[config.mk]
export PLATFORM = sky130hd
export DESIGN_NAME = instr_encoder
export DESIGN_NICKNAME = d
export VERILOG_FILES = /design/src/rtl/instr_encoder.sv
export SDC_FILE = /design/constraint.sdc
export NUM_CORES = 1
export LEC_CHECK = 0
export CAP_MARGIN = 30
export CORE_MARGIN = 2
export CORE_UTILIZATION = 30
export DETAILED_ROUTE_END_ITERATION = 8
export DONT_BUFFER_PORTS = 1
export GPL_TIMING_DRIVEN = 0
export PLACE_DENSITY_LB_ADDON = 0.2
export SLEW_MARGIN = 10
export SYNTH_ARGS = -nofsm -noshare
export SYNTH_HDL_FRONTEND = slang
export SYNTH_SLANG_ARGS = --single-unit
[constraint.sdc]
create_clock -name clk -period 7.3 [get_ports clk]
set_clock_uncertainty 0.1 [all_clocks]
set_input_delay 1.825 -clock clk [delete_from_list [all_inputs] [get_ports clk]]
set_output_delay 1.825 -clock clk [all_outputs]
set_load 0.01 [all_outputs]
[src/rtl/instr_encoder.sv]
`default_nettype none
// ============================================================================
// Module   : instr_encoder
// Purpose  : Field-level RV64 instruction encoder feeding a 2-entry output FIFO.
// Revision : 1.0
// ============================================================================
module instr_encoder #(
  parameter int FIFO_DEPTH = 2,
  parameter bit CHECK_IMM  = 1'b1
) (
  input  logic        clk,
  input  logic        reset,
  input  logic        in_valid,
  output logic        in_ready,
  input  logic [2:0]  in_fmt,
  input  logic [6:0]  in_opcode,
  input  logic [2:0]  in_f3,
  input  logic [6:0]  in_f7,
  input  logic [4:0]  in_rd,
  input  logic [4:0]  in_rs1,
  input  logic [4:0]  in_rs2,
  input  logic [63:0] in_imm,
  output logic        out_valid,
  input  logic        out_ready,
  output logic [31:0] out_instr,
  output logic        out_err
);

  localparam logic [1:0] c_FULL    = 2'(FIFO_DEPTH);
  localparam logic [2:0] c_FMT_R   = 3'd0;
  localparam logic [2:0] c_FMT_I   = 3'd1;
  localparam logic [2:0] c_FMT_S   = 3'd2;
  localparam logic [2:0] c_FMT_B   = 3'd3;
  localparam logic [2:0] c_FMT_U   = 3'd4;
  localparam logic [2:0] c_FMT_J   = 3'd5;
  localparam logic [2:0] c_FMT_ISH = 3'd6;

  logic [31:0] w_instr;
  logic        w_imm_ok;
  logic        w_rsv;
  logic        w_err;
  logic        w_push;
  logic        w_pop;

  logic [1:0]  r_count;
  logic        r_wptr;
  logic        r_rptr;
  logic [31:0] r_mem_instr [2];
  logic        r_mem_err   [2];

  // Fields are truncated into place even when the range check fails.
  always_comb begin
    w_instr  = '0;
    w_imm_ok = 1'b1;
    w_rsv    = 1'b0;
    case (in_fmt)
      c_FMT_R: begin
        w_instr = {in_f7, in_rs2, in_rs1, in_f3, in_rd, in_opcode};
      end
      c_FMT_I: begin
        w_instr  = {in_imm[11:0], in_rs1, in_f3, in_rd, in_opcode};
        w_imm_ok = (in_imm == {{52{in_imm[11]}}, in_imm[11:0]});
      end
      c_FMT_S: begin
        w_instr  = {in_imm[11:5], in_rs2, in_rs1, in_f3, in_imm[4:0], in_opcode};
        w_imm_ok = (in_imm == {{52{in_imm[11]}}, in_imm[11:0]});
      end
      c_FMT_B: begin
        w_instr  = {in_imm[12], in_imm[10:5], in_rs2, in_rs1, in_f3,
                    in_imm[4:1], in_imm[11], in_opcode};
        w_imm_ok = (in_imm == {{51{in_imm[12]}}, in_imm[12:0]}) && !in_imm[0];
      end
      c_FMT_U: begin
        w_instr  = {in_imm[31:12], in_rd, in_opcode};
        w_imm_ok = (in_imm[11:0] == 12'd0) &&
                   (in_imm == {{32{in_imm[31]}}, in_imm[31:0]});
      end
      c_FMT_J: begin
        w_instr  = {in_imm[20], in_imm[10:1], in_imm[11], in_imm[19:12],
                    in_rd, in_opcode};
        w_imm_ok = (in_imm == {{43{in_imm[20]}}, in_imm[20:0]}) && !in_imm[0];
      end
      c_FMT_ISH: begin
        w_instr  = {in_f7[6:1], in_imm[5:0], in_rs1, in_f3, in_rd, in_opcode};
        w_imm_ok = (in_imm[63:6] == 58'd0);
      end
      default: begin
        w_rsv = 1'b1;
      end
    endcase
  end

  // Reserved format is always flagged, independent of immediate checking.
  assign w_err = w_rsv | (CHECK_IMM & ~w_imm_ok);

  assign in_ready  = (r_count != c_FULL);
  assign out_valid = (r_count != 2'd0);
  assign w_push    = in_valid & in_ready;
  assign w_pop     = out_valid & out_ready;

  always_ff @(posedge clk or posedge reset) begin
    if (reset) begin
      r_count        <= 2'd0;
      r_wptr         <= 1'b0;
      r_rptr         <= 1'b0;
      r_mem_instr[0] <= '0;
      r_mem_instr[1] <= '0;
      r_mem_err[0]   <= 1'b0;
      r_mem_err[1]   <= 1'b0;
    end else begin
      if (w_push) begin
        r_mem_instr[r_wptr] <= w_instr;
        r_mem_err[r_wptr]   <= w_err;
        r_wptr              <= ~r_wptr;
      end
      if (w_pop) begin
        r_rptr <= ~r_rptr;
      end
      if (w_push && !w_pop) begin
        r_count <= r_count + 2'd1;
      end else if (w_pop && !w_push) begin
        r_count <= r_count - 2'd1;
      end
    end
  end

  assign out_instr = out_valid ? r_mem_instr[r_rptr] : 32'd0;
  assign out_err   = out_valid & r_mem_err[r_rptr];

endmodule
`default_nettype wire
## Word level (Yosys, flattened, before mapping)

Cells that the tools add are included.

- Register bits: 70
- Input port bits: 103
- Output and inout bits: 35
- Word-level logic and storage cells: 66

- $add $sub $neg: 2
- $lt $le $gt $ge: 3
- Eq/ne operators: 11
- Muxes and demuxes: 18
- Bitwise gates (word level): 9
- Reductions and logical operators: 16

Operators with widths:

| kind | number |
|---|---|
| 32-bit case mux with 7 select lines | 1 |
| 32-bit 2-to-1 mux | 5 |
| 64-bit bitwise mux | 1 |
| 58-bit zero test | 1 |
| 52-bit equality test | 1 |
| 51-bit equality test | 1 |
| 43-bit equality test | 1 |
| 32-bit demux with 1-bit select | 1 |
| 32-bit equality test | 1 |
| 12-bit zero test | 1 |
| 3-bit equality test, second input constant | 3 |
| 7-bit OR reduction | 1 |
| 3-bit by 2-bit equality test with 1-bit output, second input constant | 2 |
| 1-bit logical AND | 6 |
| 1-bit 2-to-1 mux | 5 |
| 1-bit case mux with 5 select lines | 1 |
| 2-bit greater-or-equal comparator, second input constant | 2 |
| 2-bit 2-to-1 mux | 2 |
| 1-bit NOT with 2-bit output | 2 |
| 2-bit nonzero test | 2 |
| 1-bit AND | 3 |
| 3-bit by 1-bit equality test with 1-bit output, second input constant | 1 |
| 1-bit zero test | 3 |
| 3-bit zero test | 1 |
| 9 further kinds | 11 |

## Longest topological paths before layout

Gate-level depths: netlist of run 1.

- Word-level depth: 6
- Depth in mapped cells: 8
- Depth with buffers taken out: 8

## Worst setup path after synthesis of run 1

OpenSTA, ideal clock, no wires.

- Path type: input port to flip-flop
- Start point: input in_imm[62]
- End point: register r_mem_err[0] (netlist name)
- Setup time: 0.127 ns
- Data arrival time: 3.157 ns
- Data required time: 7.073 ns
- Slack: 3.915 ns
- Cell stages on the path: 6
- Buffers on the path: 0
- Cells stage by stage: nand4_1 or4_4 nor4_4 a31oi_1 a22oi_2 o41ai_1

- Cells in the longest elaborated chain, start to end: 6
- Elaborated cells on any way between the ends: 12
- Classes of those cells: eq/ne: 4; mux: 2; bitwise: 2; reduce/logical: 4

Ends and longest elaborated chain:

| element | RTL line | text |
|---|---|---|
| from (decl) | 22 | `input logic [63:0] in_imm,` |
| 51-bit equality test, or another cell as far along | 71 | `w_imm_ok = (in_imm == {{51{in_imm[12]}}, in_imm[12:0]}) && !in_imm[0];` |
| 1-bit logical AND (on tied branches) | 71, 75, 81 |  |
| 1-bit case mux with 5 select lines (*) | 56 | `case (in_fmt)` |
| 1-bit NOT (*) | 94 | `assign w_err = w_rsv \| (CHECK_IMM & ~w_imm_ok);` |
| 1-bit OR (*) | 94 |  |
| 2-bit bitwise mux (*) | 113 | `r_mem_err[r_wptr] <= w_err;` |
| to (signal, indexed assignment) | 113 |  |
| to (decl) | 49 | `logic r_mem_err [2];` |

Mark *: on every way between the ends. The rest lies on a longest branch, timed or not.
A chain may end at the register's enable or synchronous reset.

## Worst setup path in the final report of run 1

- Start point: register r_rptr
- End point: output out_instr[25]

- Cells in the longest elaborated chain, start to end: 5

Ends and longest elaborated chain:

| element | RTL line | text |
|---|---|---|
| from (decl) | 47 | `logic r_rptr;` |
| from (signal assigned) | 117 | `r_rptr <= ~r_rptr;` |
| 1-bit NOT with 2-bit output (not written as such) | 127 | `assign out_instr = out_valid ? r_mem_instr[r_rptr] : 32'd0;` |
| 32-bit 2-to-1 mux (not written as such) (3 in series) | 127 |  |
| 32-bit 2-to-1 mux | 127 |  |
| to (decl) | 25 | `output logic [31:0] out_instr,` |

No other way between the ends. The select of a mux whose other input is x is not followed.

==> summary.txt, run 1 <==
Synth
  • Synth top area share: 41.9%
  • Netlist Area Pre-Place: 0.00419 mm²
  • Post-Synth XOR/XNOR Area: 0.837%
  • Primary FF master, synth: dfrtp_1
  • Post-synthesis sequential area ratio: 41.9%
  • Largest family of logic cells by synthesized area: simple AND/OR/NAND/NOR gates
  • Simple-gate portion of the synthesized area: 24.4%
  • Adder-cell share of the synthesized area: 0.897%
  • Synthesized netlist cell count: 499
  • Yosys warnings: 0
  • Top post-synthesis cells by area: dfrtp_1, mux2i_1, nand2_1
  • Compound-Gate Fraction of Synth Area: 16.0%
  • Post-synth EDFFs: 0
  • Post-synthesis cell type count: 47
  • Seq cells post-synth: 70
  • Post-synth top cells: nand2_1, dfrtp_1, o21ai_0
  • Most numerous cell in the Yosys netlist: nand2_1
  • Yosys top cell by area: dfrtp_1
  • Synthesized net count: roughly 600
  • Mux contribution to synthesized area: 11.8%
  • Syn_area_per_cell: approximately 8.4 µm²
  • Post-synth ARST share: 100%

Timing
  • Max_slew headroom: between 40 and 50%
  • Setup violators final: 0
  • Setup TNS: 0 ns
  • Unrepaired setup endpoints after global routing: no
  • Tmin final: 4.04 ns
  • Fmax: between 200 and 250 MHz
  • Final Hold Viols: 0
  • Actual slew at the worst max-slew pin: 0.838 ns
  • Setup slack after layout: 3.26 ns
  • Slew Limit Fails: 0
  • Crit share post-route: 55.4%

GRT
  • Vias in the first global route: 3807
  • Global-route wire length before repair: 20800 µm
  • Grt total ovfl: 0
  • GR Util met1: 22.5%
  • Largest net degree at the start of global routing: 61
  • Initial antenna violation count: 0
  • Met3 usage: 4.59%
  • Met2 Usage GRT: 32.0%
  • Busiest grt layer: met2
  • GRT Total Usage: 18.4%

Floorplanning
  • # rows: 43
  • Initial Utilization: 30.4%
  • Core area: 0.0138 mm²
  • Die area: 0.0149 mm²
  • Die width: 122 µm
  • Chip height: 122 µm
  • IO Pins: 138

Placement
  • IO buf count: 0
  • Pre-CTS WS: 3.56 ns
  • Placer Congestion: 0.830
  • Final HPWL DP: 10600 µm

Worst setup path
  • Data arrival, critical path: 2.12 ns
  • CP Cell Sequence: clkbuf_1 -> clkbuf_1 -> mux2i_1 -> nor2_1
  • Critical path's top delay family: buffers and inverters
  • Most Frequent Cell on Critical Path: clkbuf_1
  • CP Max Fanout: 10
  • Slowest stage delay, CP: 0.65 ns
  • Crit Path Category: register to output port
  • Crit path max-delay cell type: clkbuf_1
  • Bufs and invs on worst path: 2
  • CP required: 5.38 ns
  • Startpoint types: register
  • Critical Path End Type: output port

Power
  • Sw Share: 38.4%
  • Cell Pwr Density: 389 mW/mm²
  • Cell Int Power: 1.15 mW
  • Reg power frac: 35.1%
  • Combinational power share: 38.0%
  • PnR Total Power: between 1.5 and 2 mW
  • Clock network power share: between 20% and 30%
  • LEAKAGE: ~2.1 nW
  • Switching pwr: 0.714 mW
  • Worst-case vdd ir drop: 0.142 mV

Status
  • Status: completed

Detailed routing
  • Vias: 3744
  • Total Routed Length: about 13000 µm
  • Vias per cell: 5.38
  • DR pass1 iterations: 5
  • Post-route ant nets: 0
  • # DRC: 0
  • Iter 0 DRT Violations: roughly 190
  • Routed len/inst: 19.1 µm

Clocking
  • CTS tree: yes
  • CTS sink count: 70
  • Clock Latency Late Sink: 0.32 ns
  • CTS clk-pin slew, worst paths: about 0.05 ns
  • Max Root-Sink Buffers: 2
  • # resized after CTS: 0
  • Postcts setup bufs: 0
  • H-tree depth: 3
  • Total CTS buffers: 9
  • Clock Tree Root: clkbuf_16
  • Hold Buf Count CTS: 0

Job
  • Max Cap Violations: 0

Final layout
  • Antenna Cells: 0
  • Fraction of layout cells with a size suffix above 1: 6.98%
  • Net count of the finished layout: just over 600
  • Area growth syn-to-layout: 14.4%

Worst hold path
  • Class of the worst hold path: register to register
-- logic make-up (layout without fill, tap and decap cells) --
logic type / Yosys count / count (layout)
buf+inv: 39 / 56
compound gates: 115 / 115
xor+xnor: 4 / 4
simple gates: 219 / 219
mux: 49 / 49
flops: 70 / 70
fa+ha+maj: 3 / 3
-- area by class of cell --
type	instances	area, µm²
clock buffer	11	243
fill	1474	8980
inverter	8	32.5
buffer	31	148
sequential	70	1750
timing repair buffer	1	27.5
clock inverter	5	106
tap	180	225
multi-input combinational	390	2260
-- worst register-to-register path, stage by stage (launching register included) --
cell	delay (ns)
dfrtp_1	0.42
nor2_1	0.45
inv_1	0.19
nand2_1	0.18
ha_1	0.18
xor2_1	0.15
nor2_1	0.06
xor2_1	0.13
-- per-stage QoR --
stage          hold WS (ns)  utilization (%)  instances  area (µm²)
2_1_floorplan         0.341                -        499        4190
3_3_place_gp          0.360             32.0        679        4410
3_5_place_dp          0.362             32.2        680        4440
4_1_cts               0.375             34.8        696        4790
5_1_grt               0.399             34.8        696        4790
6_report              0.374             34.8        696        4790
-- layer usage --
layer	up-vias	share of wire (%)
met5	-	0
li1	1798	-
met2	130	51
met3	11	6.3
met4	0	1.5
met1	1805	41
-- sequential cells by signal, indices dropped and copies added, names as in the netlist --
signal       cells
r_wptr           1
r_count          2
r_rptr           1
r_mem_err        2
r_mem_instr     64
-- cells in the final DEF, fill, tap and decap left out, types with 4 or more instances in the layout --
| cell type | synthesis | routed |
|---|---|---|
| mux2i_1 | 46 | 46 |
| clkbuf_16 | 0 | 9 |
| dfrtp_1 | 70 | 70 |
| o21ai_0 | 66 | 66 |
| a21oi_1 | 15 | 15 |
| a22oi_1 | 13 | 13 |
| inv_1 | 7 | 6 |
| nor2_1 | 60 | 60 |
| nand2b_1 | 4 | 4 |
| nand3_1 | 9 | 9 |
| a211oi_1 | 6 | 6 |
| nand2_1 | 90 | 90 |
| clkbuf_1 | 22 | 23 |
| nand4_1 | 12 | 12 |
| a221oi_1 | 4 | 4 |
| nor3_1 | 5 | 5 |
| nor4_1 | 15 | 15 |
-- worst paths after layout --
path | startpoint | to | slack, ns | depth (start not counted)
min in group asynchronous | reset | r_mem_instr[51] | 1.18 | 1
max in group asynchronous | reset | r_mem_instr[20] | 5.39 | 2
min | r_mem_instr[57] | r_mem_instr[57] | 0.37 | 2
max reg2reg | r_count[0] | r_count[1] | 5.31 | 7
max | r_rptr | out_instr[25] | 3.26 | 4
min reg2reg | r_mem_instr[57] | r_mem_instr[57] | 0.37 | 2
-- power by group through the flow --
stage / clock network (mW) / logic (mW) / registers, mW
after floorplan: 0 / 0.550 / 0.638
after global placement: 0 / 0.709 / 0.653
after detailed placement: 0 / 0.722 / 0.660
after CTS: 0.512 / 0.724 / 0.653
after global routing: 0.527 / 0.807 / 0.674
final: 0.500 / 0.707 / 0.653
(Power assumes the default switching activity.)
==> run 2: changes to the inputs <==
==> constraint.sdc (replaced) <==
create_clock -name clk -period 3.7 [get_ports clk]
set_clock_uncertainty 0.1 [all_clocks]
set_input_delay 0.925 -clock clk [delete_from_list [all_inputs] [get_ports clk]]
set_output_delay 0.925 -clock clk [all_outputs]
set_load 0.01 [all_outputs]
==> results of run 2 <==
Same layout as run 1 (identical final DEF). Status: completed.
Main changes from that run: setup slack after placement 3.56 ns -> 0.855 ns; clock-pin slew on the worst setup and hold paths 0.05 ns -> 0.06 ns; setup slack after layout 3.26 ns -> 0.557 ns; hold slack 0.374 ns -> 0.276 ns; register-to-register setup slack 5.31 ns -> 1.71 ns; total power 1.86 mW -> 3.67 mW; worst IR drop on VDD 0.142 mV -> 0.280 mV
==> run 3: changes to the inputs <==
==> constraint.sdc (replaced) <==
create_clock -name clk -period 2.9 [get_ports clk]
set_clock_uncertainty 0.1 [all_clocks]
set_input_delay 0.725 -clock clk [delete_from_list [all_inputs] [get_ports clk]]
set_output_delay 0.725 -clock clk [all_outputs]
set_load 0.01 [all_outputs]
==> run 3 against run 2 <==
Hold slack worse by 0.20 ns. Non-clock buffer count did not move. Combinational power grew 27%. Critical path type unchanged.
==> summary.txt, run 3 (synthesis results as in run 1) <==
Status
  • Status: completed

GRT
  • Largest net degree at the start of global routing: 61 (unchanged)
  • Met3 usage: 4.59% (unchanged)
  • Initial antenna violation count: 0 (unchanged)
  • Vias in the first global route: 3807 (unchanged)
  • Busiest grt layer: met2
  • GR Util met1: 22.4% (-0.029 points)
  • Grt total ovfl: 0 (unchanged)
  • Global-route wire length before repair: 20800 µm (about the same)
  • GRT Total Usage: 18.4% (about the same)
  • Met2 Usage GRT: 32.0% (unchanged)

Final layout
  • Top reg by flops: r_mem_instr
  • Finished Cell Area: 0.00480 mm² (+0.13%)
  • Commonest non-fill, non-tap cell in the layout: nand2_1
  • Register area: 0.00175 mm² (unchanged)
  • Fraction of layout cells with a size suffix above 1: 7.75% (+0.78 points)
  • Layout fillers: 1473 (-0.068%)
  • Max reg flops: 64 (unchanged)
  • Most frequent cells in the layout: nand2_1, dfrtp_1, o21ai_0, nor2_1, mux2i_1
  • Net count of the finished layout: 617 (unchanged)
  • Antenna Cells: 0 (unchanged)
  • Area of the multi-input gates: 0.00226 mm² (+0.11%)
  • Top flop regs: r_mem_instr x64, r_count x2, r_mem_err x2
  • Final Util: 34.8% (+0.045 points)
  • Post-route insts no fill: 696 (unchanged)
  • Area growth syn-to-layout: 14.6%

Worst setup path
  • Critical path's top delay family: buffers and inverters
  • Bufs and invs on worst path: 2 (unchanged)
  • Startpoint types: register
  • Critical Path End Type: output port
  • Data arrival, critical path: 1.83 ns (-0.29 ns)
  • Crit Path Category: register to output port
  • Critical path depth: 4 (unchanged)
  • Slowest stage delay, CP: 0.42 ns (-0.23 ns)
  • CP Max Fanout: 10 (unchanged)
  • R2R cell count: 7 (unchanged)
  • Crit path max-delay cell type: clkbuf_2
  • CP Cell Sequence: clkbuf_1 -> clkbuf_2 -> mux2i_1 -> nor2_1
  • CP required: 2.08 ns

Floorplanning
  • IO Pins: 138 (unchanged)
  • Initial Utilization: 30.4% (unchanged)
  • # rows: 43 (unchanged)
  • Die width: 122 µm (unchanged)
  • Chip height: 122 µm (unchanged)
  • Die area: 0.0149 mm² (unchanged)
  • Core area: 0.0138 mm² (unchanged)

Detailed routing
  • Iter 0 DRT Violations: 187 (unchanged)
  • Vias per cell: 5.40 (+0.35%)
  • # DRC: 0 (unchanged)
  • Routed len/inst: 19.1 µm (+0.27%)
  • Vias: 3757 (+0.35%)
  • Post-route ant nets: 0 (unchanged)
  • Total Routed Length: 13300 µm (+0.27%)
  • DR pass1 iterations: 5 (unchanged)

Power
  • Worst-case vdd ir drop: 0.357 mV
  • Combinational power share: 38.0% (about the same)
  • Sw Share: 38.4%
  • Cell Int Power: 2.89 mW
  • Clock network power share: 26.8% (about the same)
  • Reg power frac: 35.2% (about the same)
  • Cell Pwr Density: around 1000 mW/mm²
  • Switching pwr: ~1.8 mW
  • LEAKAGE: 2.10 nW (+0.43%)
  • PnR Total Power: 4.69 mW

Placement
  • Final HPWL DP: 10600 µm (unchanged)
  • IO buf count: 0 (unchanged)
  • Placer Congestion: 0.830 (unchanged)
  • Area after DPL: 0.00444 mm² (unchanged)
  • Inst Count DP: 680 (unchanged)
  • Pre-CTS WS: 0.255 ns

Clocking
  • Clock Tree Root: clkbuf_16
  • H-tree depth: 3 (unchanged)
  • Max Root-Sink Buffers: 2 (unchanged)
  • Clock Latency Late Sink: 0.32 ns (about the same)
  • Hold Buf Count CTS: 0 (unchanged)
  • CTS tree: yes
  • CTS clk-pin slew, worst paths: 0.06 ns
  • Total CTS buffers: 9 (unchanged)
  • Postcts setup bufs: 0 (unchanged)
  • CTS sink count: 70 (unchanged)

Job
  • Max Cap Violations: 0 (unchanged)

Timing
  • Setup violators final: 0 (unchanged)
  • Setup TNS: 0 ns (unchanged)
  • Final Hold Viols: 0 (unchanged)
  • Hold WS: 0.0736 ns
  • Crit share post-route: between 90 and 100%
  • Fmax: 376 MHz
  • Setup slack after layout: 0.242 ns
  • Tmin final: between 2 and 3 ns
  • Slew Limit Fails: 0 (unchanged)
  • Max_slew headroom: 50.5% (+6.4 points)
  • Actual slew at the worst max-slew pin: 0.734 ns (-0.104 ns)
  • Unrepaired setup endpoints after global routing: no

Worst hold path
  • Class of the worst hold path: input pin to async pin
==> run 3: cell count changes in the layout (fill, tap and decap cells not counted) <==
cell	before	now
nor2_1	60	59
clkbuf_1	23	20
nor2_2	0	1
clkbuf_2	1	4
==> run 3: timing repair <==
action                                  CTS  global route
resized for setup                         3             1
cloned                                    0             0
endpoints found under the setup margin   28             4
==> run 3: power by group through the flow <==
stage / sequential [mW] / combinational, mW / clock, mW
after floorplan: 1.61 / 1.38 / 0
after global placement: 1.64 / 1.78 / 0
after detailed placement: 1.66 / 1.82 / 0
after CTS: 1.64 / 1.82 / 1.29
after global routing: 1.70 / 2.03 / 1.33
final: 1.65 / 1.78 / 1.26
==> run 3: per-layer routing <==
layer / share of wire [%] / wire length (µm)
met4: 1.5 / 199
met3: 6.7 / 892
met5: 0 / 0
met2: 51 / 6770
met1: 41 / 5460
==> run 3: cell type report <==
class	count	area share (%)
plain buffers	31	3.16
clock inverters	5	2.22
well taps	180	4.70
inverters	8	0.678
repair buffers	1	0.574
flip-flops and latches	70	36.5
clock buffers	11	5.06
multi-input cells	390	47.1
==> run 3: path summary, 6_finish.rpt <==
| check | startpoint | end | slack (ns) |
|---|---|---|---|
| worst max-delay path | r_rptr | out_instr[25] | 0.24 |
| worst min-delay path | reset | r_mem_instr[16] | 0.07 |
| worst max register to register | r_count[0] | r_mem_instr[54] | 0.91 |
| worst min register to register | r_mem_instr[57] | r_mem_instr[57] | 0.37 |
| max in group asynchronous | reset | r_mem_instr[20] | 2.09 |
| min in group clk | r_mem_instr[57] | r_mem_instr[57] | 0.37 |
